--- config.mk ---
export PLATFORM = sky130hd
export DESIGN_NAME = accel_chan_scheduler
export DESIGN_NICKNAME = d
export VERILOG_FILES = /design/src/rtl/accel_chan_scheduler.sv
export SDC_FILE = /design/constraint.sdc
export NUM_CORES = 1
export LEC_CHECK = 0
export ABC_AREA = 1
export BUFFER_PORTS_ARGS = -buffer_cell sky130_fd_sc_hd__buf_2
export CORE_MARGIN = 2
export CORE_UTILIZATION = 25
export CTS_CLUSTER_SIZE = 24
export DETAILED_ROUTE_END_ITERATION = 12
export PLACE_DENSITY_LB_ADDON = 0.15
export SETUP_SLACK_MARGIN = 0.1
export SYNTH_ARGS = -nofsm -noshare
export SYNTH_HDL_FRONTEND = slang
export SYNTH_SLANG_ARGS = --single-unit
--- constraint.sdc ---
create_clock -name SIM_CLK -period 1.6 [get_ports SIM_CLK]
set_input_delay 0.08 -clock SIM_CLK [delete_from_list [all_inputs] [get_ports SIM_CLK]]
set_output_delay 0.08 -clock SIM_CLK [all_outputs]
set_load 0.005 [all_outputs]
--- src/rtl/accel_chan_scheduler.sv ---
// accel_chan_scheduler
// Shares one accelerometer time-processing datapath between NCHAN channels.
// Read requests are granted round-robin. For each grant the block selects the
// channel, waits for the select lines to settle, clears the shared counter,
// gates counting for a fixed window, latches the result and acknowledges the
// requester. Every state change is paced by the PHS bit-time strobe, and HLT
// freezes the whole sequence.
//
// Ports:
//   SIM_CLK  in   system clock
//   SIM_RST  in   synchronous active-low reset
//   PHS      in   one-clock bit-time strobe; qualifies every state change
//   HLT      in   halt; PHS is ignored and all state holds while high
//   REQ      in   per-channel read request level, held until its ACK
//   ACC_CNT  in   shared processor counter value
//   SEL      out  one-hot channel select, 0 when idle
//   CLR      out  counter clear to the processor
//   GATE     out  count enable to the processor
//   DATA     out  last latched counter value
//   ACK      out  one-hot, one-clock completion pulse to the granted channel
//   BUSY     out  high whenever a sequence is in progress
//
// state  | meaning
// IDLE   | no grant; waits for a step with any REQ set
// SETTLE | channel selected, select lines settling for SETTLE steps
// CLEAR  | CLR asserted for one step interval
// COUNT  | GATE asserted for WINDOW step intervals
// LATCH  | next step captures ACC_CNT into DATA and pulses ACK

module accel_chan_scheduler #(
  parameter int NCHAN  = 4,
  parameter int CNT_W  = 8,
  parameter int SETTLE = 2,
  parameter int WINDOW = 4
) (
  input  logic             SIM_CLK,
  input  logic             SIM_RST,
  input  logic             PHS,
  input  logic             HLT,
  input  logic [NCHAN-1:0] REQ,
  input  logic [CNT_W-1:0] ACC_CNT,
  output logic [NCHAN-1:0] SEL,
  output logic             CLR,
  output logic             GATE,
  output logic [CNT_W-1:0] DATA,
  output logic [NCHAN-1:0] ACK,
  output logic             BUSY
);

  localparam int PTR_W = $clog2(NCHAN);
  localparam int MAXC  = (SETTLE > WINDOW) ? SETTLE : WINDOW;
  localparam int CW    = (MAXC < 2) ? 1 : $clog2(MAXC);

  localparam logic [2:0] S_IDLE   = 3'd0;
  localparam logic [2:0] S_SETTLE = 3'd1;
  localparam logic [2:0] S_CLEAR  = 3'd2;
  localparam logic [2:0] S_COUNT  = 3'd3;
  localparam logic [2:0] S_LATCH  = 3'd4;

  logic [2:0]       state;
  logic [CW-1:0]    cnt;
  logic [PTR_W-1:0] ptr;
  logic [PTR_W-1:0] gidx;
  logic             step;
  logic             found;
  logic [PTR_W-1:0] grant_idx;

  assign step = PHS & ~HLT;

  // Round-robin search: first requester at or above ptr, wrapping to 0.
  always_comb begin
    logic [PTR_W-1:0] idx;
    found     = 1'b0;
    grant_idx = '0;
    idx       = '0;
    for (int i = 0; i < NCHAN; i++) begin
      idx = PTR_W'((int'(ptr) + i) % NCHAN);
      if (!found && REQ[idx]) begin
        found     = 1'b1;
        grant_idx = idx;
      end
    end
  end

  always_ff @(posedge SIM_CLK) begin
    if (!SIM_RST) begin
      state <= S_IDLE;
      cnt   <= '0;
      ptr   <= '0;
      gidx  <= '0;
      SEL   <= '0;
      CLR   <= 1'b0;
      GATE  <= 1'b0;
      DATA  <= '0;
      ACK   <= '0;
      BUSY  <= 1'b0;
    end else begin
      // ACK is a single-clock pulse; it drops whether or not a step occurs.
      ACK <= '0;
      if (step) begin
        case (state)
          S_IDLE: begin
            if (found) begin
              SEL   <= NCHAN'(1) << grant_idx;
              gidx  <= grant_idx;
              cnt   <= '0;
              BUSY  <= 1'b1;
              state <= S_SETTLE;
            end
          end
          S_SETTLE: begin
            if (cnt == CW'(SETTLE - 1)) begin
              CLR   <= 1'b1;
              state <= S_CLEAR;
            end else begin
              cnt <= cnt + 1'b1;
            end
          end
          S_CLEAR: begin
            // CLR and GATE swap on the same edge so they never overlap.
            cnt   <= '0;
            CLR   <= 1'b0;
            GATE  <= 1'b1;
            state <= S_COUNT;
          end
          S_COUNT: begin
            if (cnt == CW'(WINDOW - 1)) begin
              GATE  <= 1'b0;
              state <= S_LATCH;
            end else begin
              cnt <= cnt + 1'b1;
            end
          end
          S_LATCH: begin
            DATA  <= ACC_CNT;
            ACK   <= SEL;
            ptr   <= (gidx == PTR_W'(NCHAN - 1)) ? '0 : gidx + 1'b1;
            SEL   <= '0;
            BUSY  <= 1'b0;
            state <= S_IDLE;
          end
          default: begin
            SEL   <= '0;
            CLR   <= 1'b0;
            GATE  <= 1'b0;
            BUSY  <= 1'b0;
            state <= S_IDLE;
          end
        endcase
      end
    end
  end

endmodule

==> results by group <==
Cells and area
  – Nets@finish: 291
  – Syn-to-layout area delta: 35.95%
  – Non-Filler Instances: 346
  – Ant diodes: 0
  – Ratio of cells with drive above 1 in the final layout: 0.3985

Setup path
  – CP Class: reg2reg
  – CP max stage cell: dfxtp_4
  – Reg2Reg Launch Point: ptr[0]
  – Worst path bufs/invs: 2
  – Critical path required time: 1.78 ns
  – Top Family by Delay on Critical Path: simple AND/OR/NAND/NOR gates
  – End of the worst register-to-register path: cnt[0]
  – Internal reg-to-reg setup slack: 0.07 ns
  – CP Capture Type: flop
  – Highest cell delay on the worst timing path: 0.40 ns
  – Setup crit start kind: flop
  – Worst R2R Path Depth: 12
  – WP data arrival: 1.71 ns
  – Crit Path Max Fanout: 5
  – Critical Path Source: ptr[0]
  – Cell Chain, Critical Path: clkbuf_16 > nand2_4 > nand3_4 > nand2_4 > nor2_4 > nand3_2 > nand2_2 > o21ai_4 > nand2_2 > nand2_1 > inv_1 > nor2_2

Synth
  – Share of the synthesized area in the top cell type: 0.3619
  – Sequential-to-total area share from yosys stat: 0.3619
  – Asr flop ratio synth: 0
  – Top cells by count, synth: nand2_1 (57), nor2_1 (33), dfxtp_1 (28), inv_1 (23), a21oi_1 (13)
  – Compound-Gate Fraction of Synth Area: 0.1099
  – Xor/xnor share of the synthesized area: 0
  – Yosys top cell by area: dfxtp_1
  – Post-Syn Area: 1549 um2
  – Seq cells post-synth: 28
  – Mapped Nets: 242
  – YS warnings: 0
  – Synth Area in Adders: 0.02423
  – Post-Synthesis Cells: 223
  – Distinct cell type count after synthesis: 32
  – Synth area leaders: dfxtp_1 (36%), nand2_1 (14%), nor2_1 (8.0%)
  – Syn avg cell area: 6.946 um2
  – Post-Synth Simple-Gate Area: 0.4200
  – Post-synth top flop: dfxtp_1
  – Largest family of logic cells by synthesized area: simple AND/OR/NAND/NOR gates
  – Count leader, synth: nand2_1
  – Mux cell area share after synthesis: 0
  – Number of synthesized flops with an enable pin: 0

STA
  – Setup tns final: 0 ns
  – Count of final max-slew check failures: 0
  – RSZ-0062 raised after global routing: yes
  – Post-layout min period: 1.527 ns
  – Final setup violation count: 0
  – Slew Limit Headroom: 0.7291
  – Part of the cycle the worst path needs: 0.9541
  – Fmax: 655.1 MHz
  – Fin. Hold Viols: 0
  – Worst slew pin tran: 0.4059 ns
  – Setup Skew: 0.001145 ns

Power and ir drop
  – Power, Total: 1.518 mW
  – Power density cells: 720.8 nW/um2
  – Peak VDD IR: 0.3178 mV
  – Leak: 0.9895 nW

Global routing
  – Largest net degree at the start of global routing: 17
  – Total gr overflow: 0
  – First-pass GRT wire length: 5.823 mm
  – Vias in the first global route: 1,307
  – GR Util All Layers: 0.1089
  – Initial antenna violation count: 0

Clock network
  – CTS clk-pin slew, worst paths: 0.10 ns
  – Clock sinks: 28
  – Htree depth: 1
  – Root buffer selected by CTS: clkbuf_8
  – CTS Buf Count: 3
  – CTS max path bufs: 2
  – TritonCTS clock tree: built
  – Clk Latency, worst-skew pair: 0.27 ns

Worst hold path
  – HP Class: in2reg
  – Hold path endpoint: DATA[3]
  – Cells on Worst Hold Path: 3
  – HP Start: ACC_CNT[3]

Routing
  – Via density: 4.315
  – Initial DRC Count: 48
  – Post-route ant nets: 0
  – Total vias in the final route: 1,493
  – 1st-pass router iterations: 4
  – Residual DRC: 0
  – WL final: 3.710 mm
  – Wirelength per Cell: 10.72 um

Floorplan
  – Initial core utilization: 0.2601
  – Die Span Y: 82.72 um
  – Cell Rows: 28
  – Ports: 35
  – Die area: 6842 um2
  – Placeable Area: 5956 um2
  – Chip width: 82.72 um

Place
  – Post-DP HPWL: 2.659 mm
  – RD Place Congestion: 0.7675
  – Port Buffers: 34
  – Dpl cells: 334

Outcome
  – Status: finished, final reports clean

Run
  – MaxCap Viol Count: 0
power breakdown:
part	switching (mW)	leakage [nW]	internal, mW	total, mW
Combinational	0.147	0.726	0.0875	0.234
Clock	0.225	0.0357	0.335	0.560
Sequential	0.0117	0.228	0.712	0.724
Total	0.383	0.989	1.13	1.52
placed cells by master (no fill, tap or decap), types with 6 or more instances in the layout:
cell     instances
nand2_1         47
buf_2           34
nor2_1          30
dfxtp_1         25
inv_1           20
nand2_2         15
a21oi_1         13
buf_4           11
o21ai_0         10
nand3_1          8
nand2_4          7
inv_2            6
kinds of logic after synthesis:
group                      Yosys count
AOI/OAI and AO/OA                   30
adders and majority gates            3
buffers and inverters               32
DFF                                 28
and+or+nand+nor                    130
worst reg2reg max path, delay by kind of cell (launching register included):
kind,cells,cell delay (ns)
AOI/OAI and AO/OA,1,0.08
buffers and inverters,2,0.20
DFF,1,0.40
and+or+nand+nor,9,0.75
sequential cells by signal, indices dropped and copies added (netlist names):
signal	cells
DATA	8
ACK	4
SEL	4
state	3
cnt	2
gidx	2
ptr	2
BUSY	1
CLR	1
GATE	1
stage by stage:
stage                     area, um2  hold WS (ns)  setup WS, ns  utilization
final                          2106       0.02228       0.07344       0.3536
after global routing           2106       0.01501      -0.04692       0.3536
after CTS                      1964       0.01377       0.07349       0.3298
after detailed placement       1846        0.3088       0.04167       0.3099
after global placement         1846        0.3050       0.05507       0.3099
after floorplan                1549        0.2149        0.1883            -
cell type report:
class,count,area (um2)
fillers,652,3850
repair inverters,1,7.507
multi-input cells,163,957.2
clock inverters,1,30.03
clock buffers,3,41.29
inverters,28,111.4
flip-flops and latches,28,566.8
well taps,75,93.84
repair buffers,47,297.8
repair_timing:
item	in CTS	in global routing
cloned	0	2
hold buffers	0	0
setup endpoints to repair	12	22
pin swaps	0	0
resized for setup	6	28
buffers inserted	3	3
layer usage:
layer | vias to the layer above | wire (um) | track usage
met3 | 2 | 109 | 0.02609
met1 | 672 | 1780 | 0.1396
met2 | 20 | 1801 | 0.1895
met4 | 0 | 19 | 0.01475
met5 | - | 0 | 0
li1 | 799 | - | -
how the worst max path moves through the flow:
| stage | to | slack [ns] | depth (start not counted) |
|---|---|---|---|
| after global placement | cnt[1] | 0.06 | 12 |
| after global routing | cnt[1] | -0.05 | 12 |
| after floorplan | cnt[0] | 0.19 | 12 |
| final | cnt[0] | 0.07 | 12 |
| after CTS | SEL[3] | 0.07 | 12 |
| after detailed placement | cnt[0] | 0.04 | 12 |
Note: power is estimated with default switching activity, not from simulation.
